## src/rtl/pipeline_stall_controller.sv

```systemverilog
// Pipeline stall/flush sequencer: merges memory stall, branch redirect and data hazard into stage enables.
// Latency: outputs are combinational (Mealy) from registered state and current inputs; state updates next edge.
// Backpressure: a pending data-memory access freezes all stages until dmem_ready or MEM_TIMEOUT wait cycles.
//
// Ports:
//   clock, reset                 - rising-edge clock, asynchronous active-high reset
//   data_hazard                  - ID-stage RAW hazard; stalls PC and IF/ID, injects a bubble into ID/EX
//   branch_taken_ex              - taken branch/jump in EX; flushes IF/ID and ID/EX, then BRANCH_PENALTY-1 IF/ID flushes
//   mem_access, dmem_ready       - MEM-stage load/store and its completion strobe
//   dmem_req                     - data memory request, held until ready or timeout
//   *_load, *_flush              - PC and pipeline register enables / NOP-insert controls
//   mem_error                    - sticky memory timeout flag (cleared only by reset)
//   stall_count                  - cycles with pc_load low; only built when PIPE_PERF_CNT_EN is defined, else 0
module pipeline_stall_controller #(
  parameter int unsigned BRANCH_PENALTY = 2,
  parameter int unsigned MEM_TIMEOUT    = 16
) (
  input  logic        clock,
  input  logic        reset,
  input  logic        data_hazard,
  input  logic        branch_taken_ex,
  input  logic        mem_access,
  input  logic        dmem_ready,
  output logic        dmem_req,
  output logic        pc_load,
  output logic        if_id_load,
  output logic        id_ex_load,
  output logic        ex_mem_load,
  output logic        mem_wb_load,
  output logic        if_id_flush,
  output logic        id_ex_flush,
  output logic        mem_error,
  output logic [31:0] stall_count
);

  typedef enum logic [1:0] {RUN, MEM_WAIT, FLUSH} state_e;

  localparam logic [7:0] TIMEOUT_CNT = 8'(MEM_TIMEOUT);
  localparam logic [2:0] FLUSH_EXTRA = 3'(BRANCH_PENALTY - 1);
  localparam bit         MULTI_FLUSH = (BRANCH_PENALTY > 1);

  state_e     state_q, state_d;
  logic [7:0] wait_cnt_q, wait_cnt_d;
  logic [2:0] flush_cnt_q, flush_cnt_d;
  logic       mem_error_q, mem_error_d;

  // Ungated controls; the outputs are forced low while reset is held.
  logic req_c, pc_c, ifid_c, idex_c, exmem_c, memwb_c, ifid_fl_c, idex_fl_c;

  always_comb begin
    state_d     = state_q;
    wait_cnt_d  = wait_cnt_q;
    flush_cnt_d = flush_cnt_q;
    mem_error_d = mem_error_q;
    req_c       = 1'b0;
    pc_c        = 1'b1;
    ifid_c      = 1'b1;
    idex_c      = 1'b1;
    exmem_c     = 1'b1;
    memwb_c     = 1'b1;
    ifid_fl_c   = 1'b0;
    idex_fl_c   = 1'b0;

    case (state_q)
      RUN, FLUSH: begin
        req_c = mem_access;
        if (mem_access && !dmem_ready) begin
          // Memory stall wins over everything; any remaining flush cycles are
          // dropped because fetch was already redirected.
          {pc_c, ifid_c, idex_c, exmem_c, memwb_c} = 5'b0;
          state_d    = MEM_WAIT;
          wait_cnt_d = 8'd1;
        end else if (state_q == FLUSH) begin
          // Branch in EX here is a flushed bubble, so it is ignored.
          ifid_fl_c   = 1'b1;
          flush_cnt_d = (flush_cnt_q != 3'd0) ? flush_cnt_q - 3'd1 : 3'd0;
          if (flush_cnt_q <= 3'd1) begin
            state_d = RUN;
          end
        end else if (branch_taken_ex) begin
          ifid_fl_c = 1'b1;
          idex_fl_c = 1'b1;
          if (MULTI_FLUSH) begin
            state_d     = FLUSH;
            flush_cnt_d = FLUSH_EXTRA;
          end
        end else if (data_hazard) begin
          pc_c      = 1'b0;
          ifid_c    = 1'b0;
          idex_fl_c = 1'b1;
        end
      end

      MEM_WAIT: begin
        req_c = 1'b1;
        {pc_c, ifid_c, idex_c, exmem_c, memwb_c} = 5'b0;
        if (dmem_ready) begin
          {pc_c, ifid_c, idex_c, exmem_c, memwb_c} = 5'b11111;
          state_d = RUN;
          // A branch that waited behind the access is redirected now.
          if (branch_taken_ex) begin
            ifid_fl_c = 1'b1;
            idex_fl_c = 1'b1;
            if (MULTI_FLUSH) begin
              state_d     = FLUSH;
              flush_cnt_d = FLUSH_EXTRA;
            end
          end
        end else if (wait_cnt_q >= TIMEOUT_CNT) begin
          // Abort: let the instruction retire with undefined data.
          {pc_c, ifid_c, idex_c, exmem_c, memwb_c} = 5'b11111;
          req_c       = 1'b0;
          mem_error_d = 1'b1;
          state_d     = RUN;
        end else begin
          wait_cnt_d = (wait_cnt_q == 8'hFF) ? wait_cnt_q : wait_cnt_q + 8'd1;
        end
      end

      default: state_d = RUN;
    endcase
  end

  always_ff @(posedge clock or posedge reset) begin
    if (reset) begin
      state_q     <= RUN;
      wait_cnt_q  <= 8'd0;
      flush_cnt_q <= 3'd0;
      mem_error_q <= 1'b0;
    end else begin
      state_q     <= state_d;
      wait_cnt_q  <= wait_cnt_d;
      flush_cnt_q <= flush_cnt_d;
      mem_error_q <= mem_error_d;
    end
  end

  assign dmem_req    = req_c     & ~reset;
  assign pc_load     = pc_c      & ~reset;
  assign if_id_load  = ifid_c    & ~reset;
  assign id_ex_load  = idex_c    & ~reset;
  assign ex_mem_load = exmem_c   & ~reset;
  assign mem_wb_load = memwb_c   & ~reset;
  assign if_id_flush = ifid_fl_c & ~reset;
  assign id_ex_flush = idex_fl_c & ~reset;
  assign mem_error   = mem_error_q;

`ifdef PIPE_PERF_CNT_EN
  logic [31:0] stall_count_q, stall_count_d;

  always_comb begin
    stall_count_d = stall_count_q;
    if (!pc_load) begin
      stall_count_d = stall_count_q + 32'd1;
    end
  end

  always_ff @(posedge clock or posedge reset) begin
    if (reset) begin
      stall_count_q <= 32'd0;
    end else begin
      stall_count_q <= stall_count_d;
    end
  end

  assign stall_count = stall_count_q;
`else
  assign stall_count = 32'd0;
`endif

endmodule

```

## config.mk

```make
export PLATFORM = sky130hd
export DESIGN_NAME = pipeline_stall_controller
export DESIGN_NICKNAME = d
export VERILOG_FILES = /design/src/rtl/pipeline_stall_controller.sv
export SDC_FILE = /design/constraint.sdc
export NUM_CORES = 1
export LEC_CHECK = 0
export ABC_AREA = 0
export CAP_MARGIN = 30
export CORE_ASPECT_RATIO = 1.1
export CORE_UTILIZATION = 41
export CTS_CLUSTER_SIZE = 30
export DETAILED_ROUTE_END_ITERATION = 6
export PLACE_DENSITY = 0.89
export SLEW_MARGIN = 20
export SYNTH_ARGS = -nofsm -noshare
export SYNTH_HDL_FRONTEND = slang
export SYNTH_SLANG_ARGS = --single-unit
```

## constraint.sdc

```tcl
create_clock -name clock -period 2.35 [get_ports clock]
set_clock_uncertainty 0.2 [all_clocks]
set_input_delay 0.3525 -clock clock [delete_from_list [all_inputs] [get_ports clock]]
set_output_delay 0.3525 -clock clock [all_outputs]
set_load 0.01 [all_outputs]
```

# Word level (Yosys, flattened, before mapping)
# Index checks and enable logic that the tools add are counted.
totals:
  ff_bits: 14
  in_bits: 6
  out_inout_bits: 41
  word_cells: 78
op_classes:
  addsub: 2
  order_cmp: 2
  n_eq_ne: 12
  mux: 41
  n_bitwise: 7
  reduce_logical: 10
op_table:
  columns: ["cell", "count"]
  rows:
  - ["$mux 8", 4]
  - ["$mux 1", 17]
  - ["$pmux 8 s2", 1]
  - ["$mux 3", 5]
  - ["$mux 2", 7]
  - ["$ne 2x2->1 const B", 6]
  - ["$pmux 1 s2", 5]
  - ["$reduce_and 3->1", 3]
  - ["$add 8x1->8 const B", 1]
  - ["$eq 8x8->1 const B", 1]
  - ["$ge 8x5->1 const B", 1]
  - ["$ne 4x4->1 const B", 2]
  - ["$pmux 3 s2", 1]
  - ["$and 1x1->1", 5]
  - ["$reduce_and 5->1", 1]
  - ["$pmux 2 s2", 1]
  - ["$le 3x1->1 const B", 1]
  - ["$ne 3x3->1 const B", 1]
  - ["$reduce_bool 3->1", 1]
  - ["$sub 3x1->3 const B", 1]
  - ["$eq 2x1->1 const B", 1]
  - ["$eq 2x2->1 const B", 1]
  - ["$logic_not 2->1", 1]
  - ["$not 1->1", 2]
  - ["4 further kinds", 4]

# Logic depth before layout (Yosys ltp)
depth:
  ltp_word: 6
  ltp_mapped: 5
  depth_no_buf: 4

# Least setup slack after synthesis
# Ideal clock, no wire load.
synth_timing:
  kind: "register to output"
  start: "reg state_q[1]"
  end: "out pc_load"
  arrival_ns: 1.658
  t_required_ns: 1.798
  path_slack_ns: 0.139
  path_stages_with_launch: 6
  n_path_buf: 2
  path_cell_list: "dfrtp_1 clkbuf_1 or3b_2 o21ai_1 a311oi_1 buf_4"
synth_between:
  elab_chain_cells: 5
  elab_cells_between_ends: 8
  classes_between: "2 x eq/ne; 3 x mux; 1 x bitwise; 2 x reduce/logical"
synth_lines:
  columns: ["item", "line_no", "source"]
  rows:
  - ["from (decl)", "42", "state_e state_q, state_d;"]
  - ["from (signal assigned)", "131", "state_q <= state_d;"]
  - ["$eq 2x2->1", null, null]
  - ["$mux 1 (2 in series)", null, null]
  - ["$pmux 1 s2 (*)", null, null]
  - ["$and 1x1->1 (*)", null, null]
  - ["to (decl)", "25", "output logic pc_load,"]
# Mark *: on every way between the ends. The rest lies on a longest branch, timed or not.

# Worst setup path after layout
layout_timing:
  start: "in mem_access"
  end: "out ex_mem_load"
layout_between:
  elab_chain_cells: 4
layout_lines:
  columns: ["item", "line_no", "source"]
  rows:
  - ["from (decl)", "22", "input logic mem_access,"]
  - ["$logic_and 1x1->1", "67", "if (mem_access && !dmem_ready) begin"]
  - ["$mux 1", "67", null]
  - ["$pmux 1 s2", "64", "case (state_q)"]
  - ["$and 1x1->1", "142", "assign ex_mem_load = exmem_c & ~reset;"]
  - ["to (decl)", "28", "output logic ex_mem_load,"]
# No other way between the ends.

==> impl_metrics.json <==
{
  "antenna_found_initial": 0,
  "place_congestion": 0.879,
  "clockBufferDepth": 2,
  "synth_top_cell_by_area": "dfrtp_1",
  "syn2layout_area_growth_pct": 20.2,
  "cp.required_ns": 1.80,
  "synth-seq-cells": 14,
  "worstReg2RegStart": "wait_cnt_q[7]",
  "synthTopCellsByCount": "buf_4 (35), dfrtp_1 (14), inv_1 (6)",
  "startpoint_type": "input pin",
  "outcome": "completed",
  "ys.flop_type": "dfrtp_1",
  "r2r.worst_path.cells": 4,
  "p_total_uw": 665,
  "insertion_delay_ns": 0.28,
  "grt-ovfl-total": 0,
  "wl_per_cell_um": 11.2,
  "hpwl_um": 1530,
  "setup-violations-final": 0,
  "start_util": 0.448,
  "multi_input_area_um2": 541,
  "io_buffer_count": 14,
  "slowest_stage": "or3b_2",
  "synth_cell_types": 34,
  "hold_viol": 0,
  "arrival_ns": 1.79,
  "ios": 47,
  "hold-path-cell-count": 1,
  "h-tree-depth": 1,
  "wl_met3_um": 72,
  "cts_made_buffers": 3,
  "power_density_mw_per_mm2": 532,
  "path_clk_slew_ns": 0.09,
  "vdd_ir_drop_max_mv": 0.333,
  "rr_endpoint": "wait_cnt_q[3]",
  "dpl_cell_area_mm2": 0.00120,
  "num_vias": 802,
  "synth.most_common_cell": "buf_4",
  "grt_pass1_vias": 729,
  "wirelength_um": 1970,
  "synth_area_per_cell_um2": 8.96,
  "cts_root_buf": "clkbuf_4",
  "worstSetupPathType": "input pin to primary output",
  "final_nets": 156,
  "layout-drive-gt1-share": 0.240,
  "grt_max_degree": 15,
  "synth_area_leaders": "dfrtp_1 (34%), buf_4 (25%), nand2b_1 (3.0%)",
  "synth_top_area_frac": 0.337,
  "cts_sinks": 14,
  "grt_pass1_wl_um": 3300,
  "highest_layer": "met4",
  "synth_edf_count": 0,
  "crit_chain": "clkdlybuf4s50_1, or3b_2, o21ai_4, nor2_1, dlygate4sd2_1",
  "wl_met1_um": 866,
  "place_ws_ns": -0.348,
  "fmax_mhz": 426,
  "min_from": "mem_error",
  "maxCapViolCount": 0,
  "postSynth.asyncResetShare": 1.00,
  "end_kind": "primary output",
  "finalWorstSetupSlack_ns": 0.00491,
  "die_x_um": 50.0,
  "diodes": 0,
  "grtUsageTotal": 0.167,
  "dr.pass1.iters": 4,
  "rows": 18,
  "post-place-cells": 172,
  "yosysWarnings": 0,
  "hp-class": "register to register",
  "yosysSeqAreaShare": 0.337,
  "cts_tree": "built",
  "slew_viol_final": 0,
  "syn_inst": 116,
  "die_y_um": 54.8,
  "layout.cells.non_filler": 176,
  "final.period_utilization": 0.998,
  "tightest_slew_ns": 0.475,
  "cp_max_fo": 3,
  "power.leakage_uw": 0.000636,
  "timing.hold.worst_endpoint": "mem_error",
  "post-route-min-period_ns": 2.35,
  "syn_area_mm2": 0.00104,
  "core_area_mm2": 0.00232,
  "dr_wl_met2_um": 1020,
  "finalSetupTns_ns": 0,
  "dieArea_mm2": 0.00274,
  "max_stage_delay_ns": 0.50,
  "regArea_um2": 350,
  "rsz0062_at_grt": "yes",
  "drt_drc_violations_left": 0,
  "initialDrtViolationCount": 5,
  "drt.antenna.violating_nets": 0,
  "routed_via_density": 4.56,
  "max_slew_margin": 0.675,
  "nFillCells": 211,
  "fin_area_mm2": 0.00125,
  "r2r_slack_ns": 0.36
}
## placed cells by master (no fill, tap or decap), types with 3 or more instances in the layout
master           instances
dlygate4sd2_1            5
nand3_1                  5
conb_1                  32
inv_1                    6
nand2_1                  3
o21a_1                   3
nor2b_1                  3
dfrtp_1                 14
clkdlybuf4s50_1          5
nand2b_1                 5
clkbuf_4                 3
o32a_1                   3
nor2_1                   5
buf_4                   20
and2_1                   4
## per-stage QoR
step | util | hold slack, ns
global placement | 0.518 | 0.260
CTS | 0.542 | 0.271
floorplan | - | 0.0549
finish | 0.539 | 0.269
global route | 0.539 | 0.288
detailed placement | 0.518 | 0.252
## cells by family (layout without fill, tap and decap cells)
| group | Yosys count | count (layout) | synth area share |
|---|---|---|---|
| buffers and inverters | 44 | 43 | 0.286 |
| and+or+nand+nor | 33 | 33 | 0.187 |
| adders and majority gates | 2 | 2 | 0.0241 |
| AOI/OAI and AO/OA | 22 | 22 | 0.162 |
| other | 1 | 32 | 0.00361 |
| DFF | 14 | 14 | 0.337 |
## repair_timing
item,4_1_cts,5_1_grt
pin swaps,3,1
setup endpoints to repair,8,6
setup buffers,1,0
resized for setup,18,6
hold buffers,0,0
## flip-flops by register name, indices dropped and copies added, names as in the netlist
signal,cells
state_q,2
flush_cnt_q,3
wait_cnt_q,8
mem_error,1
## power breakdown
part	switching [µW]	leakage (µW)	total (µW)	internal, µW
clock network	72.9	0.0000138	132	59.3
logic	116	0.000438	224	108
registers	37.3	0.000184	309	272
total	226	0.000636	665	439
## cell type report
class,instances,share of cell area
Inverter,6,0.0180
Clock buffer,3,0.0180
Tap cell,30,0.0300
Timing Repair Buffer,34,0.221
Multi-Input combinational cell,89,0.432
Sequential cell,14,0.280
## worst max-delay path, delay by kind of cell
kind | cells | cell delay [ns]
compound gates | 1 | 0.09
buf+inv | 2 | 0.77
simple gates | 2 | 0.58
## per-layer routing
metal | global-route usage | vias to the layer above
met3 | 0.0278 | 2
li1 | - | 394
met4 | 0.0857 | 0
met5 | 0 | -
met2 | 0.307 | 32
met1 | 0.188 | 374
## how the worst max path moves through the flow
stage / slack, ns / to / from / cells after the start
floorplan: 0.14 / pc_load / state_q[1] / 5
global placement: -0.32 / if_id_flush / dmem_ready / 6
detailed placement: -0.35 / if_id_flush / dmem_ready / 6
CTS: -0.006 / if_id_load / wait_cnt_q[7] / 4
global route: -0.03 / ex_mem_load / wait_cnt_q[7] / 4
finish: 0.005 / ex_mem_load / mem_access / 5
No activity file was read; power rests on OpenSTA's default activity.
